--- src/rtl/pipe_stage_skid_if.sv ---
// Handshake bundle between a pipeline stage register and its neighbours:
// upstream/downstream valid-ready, hazard control and status.
interface pipe_stage_skid_if #(
    parameter int unsigned WIDTH = 64,
    parameter int unsigned CNT_W = 8
);
    logic [1:0]       ctrl;
    logic             in_valid;
    logic [WIDTH-1:0] in_data;
    logic             in_ready;
    logic             out_valid;
    logic [WIDTH-1:0] out_data;
    logic             out_ready;
    logic [1:0]       occupancy;
    logic [CNT_W-1:0] drop_cnt;

    modport master (
        output ctrl, in_valid, in_data, out_ready,
        input  in_ready, out_valid, out_data, occupancy, drop_cnt
    );

    modport slave (
        input  ctrl, in_valid, in_data, out_ready,
        output in_ready, out_valid, out_data, occupancy, drop_cnt
    );
endinterface

--- src/rtl/pipe_stage_skid.sv ---
// Pipeline stage register with a one-entry skid buffer, hazard-unit control
// (run/flush/hold) and a saturating count of entries discarded by flushes.
module pipe_stage_skid #(
    parameter int unsigned WIDTH = 64,
    parameter int unsigned CNT_W = 8
) (
    input logic              clk,
    input logic              reset,
    pipe_stage_skid_if.slave bus
);

    // Bit 0 is main valid, bit 1 is skid valid; skid-only is unreachable.
    typedef enum logic [1:0] {
        StEmpty = 2'b00,
        StOne   = 2'b01,
        StFull  = 2'b11
    } state_e;

    state_e           state_q, state_d;
    logic [WIDTH-1:0] main_q, main_d;
    logic [WIDTH-1:0] skid_q, skid_d;
    logic [CNT_W-1:0] drop_q, drop_d;
    logic [1:0]       occ;
    logic [CNT_W:0]   drop_sum;
    logic             run, flush, push, pop;

    assign run   = (bus.ctrl == 2'b00);
    assign flush = (bus.ctrl == 2'b01);

    // in_ready looks only at registered state and ctrl, never at out_ready.
    assign bus.in_ready  = run && (state_q != StFull);
    assign bus.out_valid = run && (state_q != StEmpty);
    assign bus.out_data  = main_q;
    assign bus.occupancy = occ;
    assign bus.drop_cnt  = drop_q;

    assign push = bus.in_valid && bus.in_ready;
    assign pop  = bus.out_valid && bus.out_ready;

    always_comb begin
        occ = 2'd0;
        case (state_q)
            StEmpty: occ = 2'd0;
            StOne:   occ = 2'd1;
            StFull:  occ = 2'd2;
            default: occ = 2'd0;
        endcase
    end

    assign drop_sum = {1'b0, drop_q} + (CNT_W+1)'(occ);

    always_comb begin
        state_d = state_q;
        main_d  = main_q;
        skid_d  = skid_q;
        drop_d  = drop_q;
        if (flush) begin
            state_d = StEmpty;
            main_d  = '0;
            skid_d  = '0;
            drop_d  = drop_sum[CNT_W] ? {CNT_W{1'b1}} : drop_sum[CNT_W-1:0];
        end else if (run) begin
            case (state_q)
                StEmpty: begin
                    if (push) begin
                        state_d = StOne;
                        main_d  = bus.in_data;
                    end
                end
                StOne: begin
                    if (push && !pop) begin
                        state_d = StFull;
                        skid_d  = bus.in_data;
                    end else if (push && pop) begin
                        main_d = bus.in_data;
                    end else if (pop) begin
                        state_d = StEmpty;
                    end
                end
                StFull: begin
                    if (pop) begin
                        state_d = StOne;
                        main_d  = skid_q;
                    end
                end
                default: state_d = StEmpty;
            endcase
        end
    end

    always_ff @(posedge clk) begin
        if (!reset) begin
            state_q <= StEmpty;
            main_q  <= '0;
            skid_q  <= '0;
            drop_q  <= '0;
        end else begin
            state_q <= state_d;
            main_q  <= main_d;
            skid_q  <= skid_d;
            drop_q  <= drop_d;
        end
    end

endmodule

--- src/flat_wrapper.sv ---
// flat-port wrapper written by rule: the top's interface ports become plain ports
module pipe_stage_skid_flat 
#(
    parameter int unsigned WIDTH = 64,
    parameter int unsigned CNT_W = 8
)
  (clk, reset, bus_ctrl, bus_in_valid, bus_in_data, bus_out_ready, bus_in_ready, bus_out_valid, bus_out_data, bus_occupancy, bus_drop_cnt);
  pipe_stage_skid_if #(.WIDTH(WIDTH), .CNT_W(CNT_W)) bus_i ();
  input logic clk;
  input logic reset;
  input wire logic [$bits(bus_i.ctrl)-1:0] bus_ctrl;
  input wire logic [$bits(bus_i.in_valid)-1:0] bus_in_valid;
  input wire logic [$bits(bus_i.in_data)-1:0] bus_in_data;
  input wire logic [$bits(bus_i.out_ready)-1:0] bus_out_ready;
  output wire logic [$bits(bus_i.in_ready)-1:0] bus_in_ready;
  output wire logic [$bits(bus_i.out_valid)-1:0] bus_out_valid;
  output wire logic [$bits(bus_i.out_data)-1:0] bus_out_data;
  output wire logic [$bits(bus_i.occupancy)-1:0] bus_occupancy;
  output wire logic [$bits(bus_i.drop_cnt)-1:0] bus_drop_cnt;
  assign bus_i.ctrl = bus_ctrl;
  assign bus_i.in_valid = bus_in_valid;
  assign bus_i.in_data = bus_in_data;
  assign bus_i.out_ready = bus_out_ready;
  assign bus_in_ready = bus_i.in_ready;
  assign bus_out_valid = bus_i.out_valid;
  assign bus_out_data = bus_i.out_data;
  assign bus_occupancy = bus_i.occupancy;
  assign bus_drop_cnt = bus_i.drop_cnt;
  pipe_stage_skid #(.WIDTH(WIDTH), .CNT_W(CNT_W)) u_core (.clk(clk), .reset(reset), .bus(bus_i));
endmodule
--- config.mk ---
export PLATFORM = sky130hd
export DESIGN_NAME = pipe_stage_skid_flat
export DESIGN_NICKNAME = d
export VERILOG_FILES = /design/src/rtl/pipe_stage_skid_if.sv /design/src/rtl/pipe_stage_skid.sv /design/src/flat_wrapper.sv
export SDC_FILE = /design/constraint.sdc
export NUM_CORES = 1
export LEC_CHECK = 0
export BUFFER_PORTS_ARGS = -buffer_cell sky130_fd_sc_hd__buf_2
export CORE_MARGIN = 2
export CORE_UTILIZATION = 35
export DETAILED_ROUTE_END_ITERATION = 8
export GPL_ROUTABILITY_DRIVEN = 0
export MAX_ROUTING_LAYER = met4
export PLACE_DENSITY = 0.55
export SYNTH_ARGS = -nofsm -noshare
export SYNTH_HDL_FRONTEND = slang
export SYNTH_SLANG_ARGS = --single-unit
--- constraint.sdc ---
create_clock -name clk -period 7.01 [get_ports clk]
set_input_delay 0.3505 -clock clk [delete_from_list [all_inputs] [get_ports clk]]
set_output_delay 0.3505 -clock clk [all_outputs]
set_load 0.05 [all_outputs]
==> impl_metrics.yaml, run 1 <==
run_status:
  outcome: "finished clean"
power:
  intPower_w: 0.00135
  powerDensity_mw_per_mm2: 228
  power_w: 0.00180
  power_frac_seq_pct: 44.7
  ir_worst_vdd_mv: 0.156
  clock_power_share_pct: 45.0
  power_frac_comb_pct: 10.3
  power.net_switching_w: 0.000449
  power_leakage_nw: 3.34
  swShare_pct: 24.9
die:
  dieArea_mm2: 0.0202
  die_w_um: 142
  start_util_pct: 35.7
  coreArea_mm2: 0.0187
  rows: 50
  die_h_um: 142
  pin_count: 146
cells_and_area:
  seq_area_mm2: 0.00276
  multi_input_area_mm2: 0.00352
  fin_nets: 906
  fillers: 1877
  diodes: 0
  drive_above_1_share_pct: 44.3
  utilization_pct: 42.3
  area_delta_synth_final_pct: 18.4
clock_network:
  cts_hold_buf: 0
  clk_path_buf_depth: 2
  clock_latency_ps: 410
  clock-root-buffer: "clkbuf_16"
  ctsResizeCount: 0
  clock_sinks: 138
  cts_buffers: 17
  cts_tree: "yes"
  htreeDepth: 4
  clk_pin_slew_ps: 60
  post-cts-setup-buffers: 0
global_routing:
  grt_pass1_wl_um: 25100
  grt_usage_pct: 16.3
  antenna_found_initial: 0
  grt_max_degree: 67
  grt.overflow.total: 0
  grt_pass1_vias: 4905
route:
  via_count: 5003
  drc: 0
  drt-pass1-iter-count: 4
  ant_nets: 0
  finalWirelength_um: 15200
  drt_iter0_drc: 221
  wl_per_cell_um: 14.3
  vias_per_cell: 4.68
setup_path:
  worstPathRequired_ps: 7360
  path_cells: "ha_4 > buf_4 > nor3_4 > nand4_1 > buf_4 > nand2_1 > a21oi_2"
  crit_slowest_cell: "buf_4"
  cp-end-kind: "flip-flop"
  worstSetupPathType: "flip-flop to flip-flop"
  path_common_cell: "buf_4"
  critPathLaunchType: "flip-flop"
  arrival_ps: 3520
  slowest_delay_ps: 740
  crit_fanout: 65
placement:
  place_ws_ps: 3830
  hpwl_um: 9450
  place.port_buffers: 145
timing:
  layout_setup_ws_ps: 3840
  period_share_pct: 45.2
  final.setup_skew_ps: 7.69
  maxSlewHeadroom_pct: 27.0
  rsz0062_at_grt: "no"
  worst_pin_slew_ps: 1090
  max_freq_ghz: 0.316
  slew_viol_final: 0
  period_needed_ps: 3170
  whs_ps: 180
  tns_ps: 0
  hold_viol_final: 0
  setup_viol: 0
hold_path:
  min_path_type: "primary input to flip-flop"
yosys:
  synth_top_area_share_pct: 41.4
  synth_top_area_cell: "dfxtp_1"
  yosysMostFrequentCell: "nand2_1"
  ys_seq_elements: 138
  synthFlopType: "dfxtp_1"
  netlist_instances: 706
  synth_common_cells: "nand2_1, dfxtp_1, mux2i_1"
  yosys-top-cells-area: "dfxtp_1, nand2_1, mux2_2"
  syn_area_per_cell_um2: 9.46
  async_flop_share_pct: 0
  syn-num-nets: 784
  yosysWarningCount: 0
  synth_cell_type_count: 40
  synth_area_mm2: 0.00668
  seq_area_frac_synth_pct: 41.4
  synth_edf_count: 0
run:
  max_cap_viol_count: 0
-- placed cells by master, fill, tap and decap left out, types with 2 or more instances in the layout --
master,instances
xnor2_1,4
clkbuf_1,3
a21oi_1,11
nor3_1,4
buf_4,8
dfxtp_1,138
nand2_1,203
nor2_1,3
nand2_2,60
inv_1,8
clkinv_2,2
a31oi_1,2
a21oi_2,60
buf_2,145
nor2b_1,2
ha_1,6
clkbuf_16,17
mux2_2,64
nand2b_1,3
nand3_1,2
mux2i_1,65
o21ai_0,2
clkbuf_8,2
-- path summary, 6_finish.rpt --
check	start	to	slack, ps	cells past startpoint
worst max-delay path	u_core.state_q[0]	u_core.skid_q[58]	3840	7
worst min-delay path	bus_in_data[28]	u_core.skid_q[28]	180	3
worst max register to register	u_core.state_q[0]	u_core.skid_q[58]	3840	7
worst min register to register	u_core.bus.out_data[55]	u_core.bus.out_data[55]	450	2
-- per-stage QoR --
step           cell area [um^2]  cells
6_report                   7910   1069
5_1_grt                    7910   1069
4_1_cts                    7910   1069
3_5_place_dp               7400   1043
3_3_place_gp               7400   1043
2_1_floorplan              6680    706
-- final cells by class --
class | instances | area share (%)
flip-flops and latches | 138 | 34.9
well taps | 234 | 3.70
clock buffers | 22 | 5.87
inverters | 8 | 0.380
clock inverters | 4 | 0.601
multi-input cells | 510 | 44.6
repair buffers | 153 | 9.94
-- flip-flops by register name, summed over array words and instances (netlist names) --
name / cells
u_core.skid_q: 64
u_core.bus.out_data: 64
u_core.state_q: 2
u_core.bus.drop_cnt: 8
-- critical path: cells and delay by family, from the launching register on --
family	cells	cell delay, ps
buffers and inverters	2	1370
adders and majority gates	1	220
AOI/OAI and AO/OA	1	150
DFF	1	450
and+or+nand+nor	3	860
-- power by group through the flow --
stage	combinational (W)	clock, W	sequential (W)
2_1_floorplan	0.0000928	0	0.000861
3_3_place_gp	0.000188	0	0.000822
3_5_place_dp	0.000188	0	0.000822
4_1_cts	0.000188	0.000838	0.000805
5_1_grt	0.000202	0.000868	0.000806
6_report	0.000186	0.000810	0.000805
-- cell families after synthesis --
group	count (synthesis)	share of synthesized area (%)
AO/OA/AOI/OAI	82	9.98
XOR/XNOR	4	0.524
adder cells (fa/ha/maj)	8	1.61
buffers and inverters	58	6.42
flip-flops	138	41.4
multiplexers	129	20.5
AND/OR/NAND/NOR	287	19.6
-- per-layer routing --
metal / part of all wire [%] / GRT usage [%] / up-vias
li1: - / - / 2575
met1: 51 / 22.1 / 2321
met2: 44 / 23.6 / 91
met3: 3.7 / 3.97 / 16
met4: 1.4 / 5.58 / 0
met5: 0 / - / -
Power figures use the tool's default switching activity.
==> run 2, diff against run 1 <==
==> constraint.sdc (replaced) <==
create_clock -name clk -period 3 [get_ports clk]
set_input_delay 0.15 -clock clk [delete_from_list [all_inputs] [get_ports clk]]
set_output_delay 0.15 -clock clk [all_outputs]
set_load 0.05 [all_outputs]
==> impl_metrics.yaml, run 2 (synthesis gave the netlist of run 1 again) <==
clock_network:
  clock-root-buffer: "clkbuf_16"
  clock_latency_ps: 410
  clk_path_buf_depth: 2
  clock_sinks: 138
  cts_tree: "yes"
  clk_pin_slew_ps: 60
  htreeDepth: 4
  cts_buffers: 17
die:
  die_w_um: 142
  pin_count: 146
  start_util_pct: 35.7
  dieArea_mm2: 0.0202
  die_h_um: 142
  rows: 50
  coreArea_mm2: 0.0187
timing:
  tns_ps: 0
  final.setup_skew_ps: 7.66
  max_freq_ghz: 0.447
  setup_viol: 0
  worst_pin_slew_ps: 699
  slew_viol_final: 0
  period_share_pct: 74.5
  period_needed_ps: 2240
  hold_viol_final: 0
  rsz0062_at_grt: "no"
  maxSlewHeadroom_pct: 53.4
  layout_setup_ws_ps: 764
cells_and_area:
  most-common-layout-cells: "nand2_1, buf_2, dfxtp_1"
  drive_above_1_share_pct: 41.6
  fin_nets: 973
  layout_commonest_cell: "nand2_1"
  utilization_pct: 46.3
  diodes: 0
  area_delta_synth_final_pct: 29.6
  fillers: 1809
route:
  vias_per_cell: 4.62
  drt-pass1-iter-count: 4
  finalWirelength_um: 15500
  ant_nets: 0
  drc: 0
  wl_per_cell_um: 13.6
  via_count: 5270
  drt_iter0_drc: 150
setup_path:
  path_cells: "ha_4 > nand2b_1 > a21oi_1 > o21ai_4 > buf_4 > mux2i_1"
  crit_fanout: 35
  crit_slowest_cell: "buf_4"
  worstPathRequired_ps: 3330
  slowest_delay_ps: 530
  cp-end-kind: "flip-flop"
  arrival_ps: 2570
  worstSetupPathType: "flip-flop to flip-flop"
  critPathLaunchType: "flip-flop"
global_routing:
  grt_usage_pct: 16.3
  grt_max_degree: 73
  grt_pass1_vias: 5184
  grt_pass1_wl_um: 25600
  grt.overflow.total: 0
  antenna_found_initial: 0
power:
  ir_worst_vdd_mv: 0.356
  power_leakage_nw: 3.66
  powerDensity_mw_per_mm2: 506
  power_w: 0.00438
hold_path:
  min_path_type: "primary input to flip-flop"
run_status:
  outcome: "finished clean"
run:
  max_cap_viol_count: 0
placement:
  place.port_buffers: 145
  place_ws_ps: 750
  hpwl_um: 9740
run 2: path summary, 6_finish.rpt:
| path | startpoint | endpoint | slack (ps) | cells after the start |
|---|---|---|---|---|
| worst max-delay path | u_core.state_q[0] | u_core.bus.out_data[59] | 760 | 6 |
| worst min-delay path | reset | u_core.bus.drop_cnt[7] | 40 | 2 |
| worst max register to register | u_core.state_q[0] | u_core.bus.out_data[59] | 760 | 6 |
| worst min register to register | u_core.bus.out_data[32] | u_core.bus.out_data[32] | 450 | 2 |
run 2: what timing repair did:
action                     4_1_cts  5_1_grt
setup endpoints to repair        0        0
setup buffers                    0        0
resized for setup                0        0
hold buffers                    64        0
hold endpoints to repair        64        0
run 2: routing by layer:
| metal | GRT usage, % | routed length [um] | vias to the layer above | part of all wire (%) |
|---|---|---|---|---|
| met5 | - | 0 | - | 0 |
| met4 | 6.58 | 336 | 0 | 2.2 |
| met3 | 3.06 | 491 | 24 | 3.2 |
| met2 | 25.5 | 7200 | 100 | 46 |
| met1 | 20.8 | 7500 | 2421 | 48 |
| li1 | - | - | 2725 | - |
run 2: final cells by class:
cell class	count	area, um^2	area share (%)
clock buffers	25	495	5.72
clock inverters	6	63.8	0.737
inverters	8	30.0	0.347
multi-input cells	510	3520	40.7
flip-flops and latches	138	2760	31.9
well taps	234	293	3.38
repair buffers	220	1490	17.2
run 2: critical path: cells and delay by family (launching register included):
kind            cells  cell delay (ps)
simple gates        1              200
flops               1              450
fa+ha+maj           1              400
mux                 1              270
compound gates      2              270
buf+inv             1              530
run 2: power breakdown:
part	switching [W]	internal (W)	total [W]
Sequential	0.0000169	0.00186	0.00188
Clock	0.000770	0.00122	0.00199
Combinational	0.000301	0.000204	0.000505
Total	0.00109	0.00329	0.00438
run 2: through the flow:
step,hold slack [ps],cells,cell area (um^2)
2_1_floorplan,277,706,6680
3_3_place_gp,400,1046,7460
3_5_place_dp,403,1046,7460
4_1_cts,8.12,1141,8660
5_1_grt,17.8,1141,8660
6_report,35.6,1141,8660
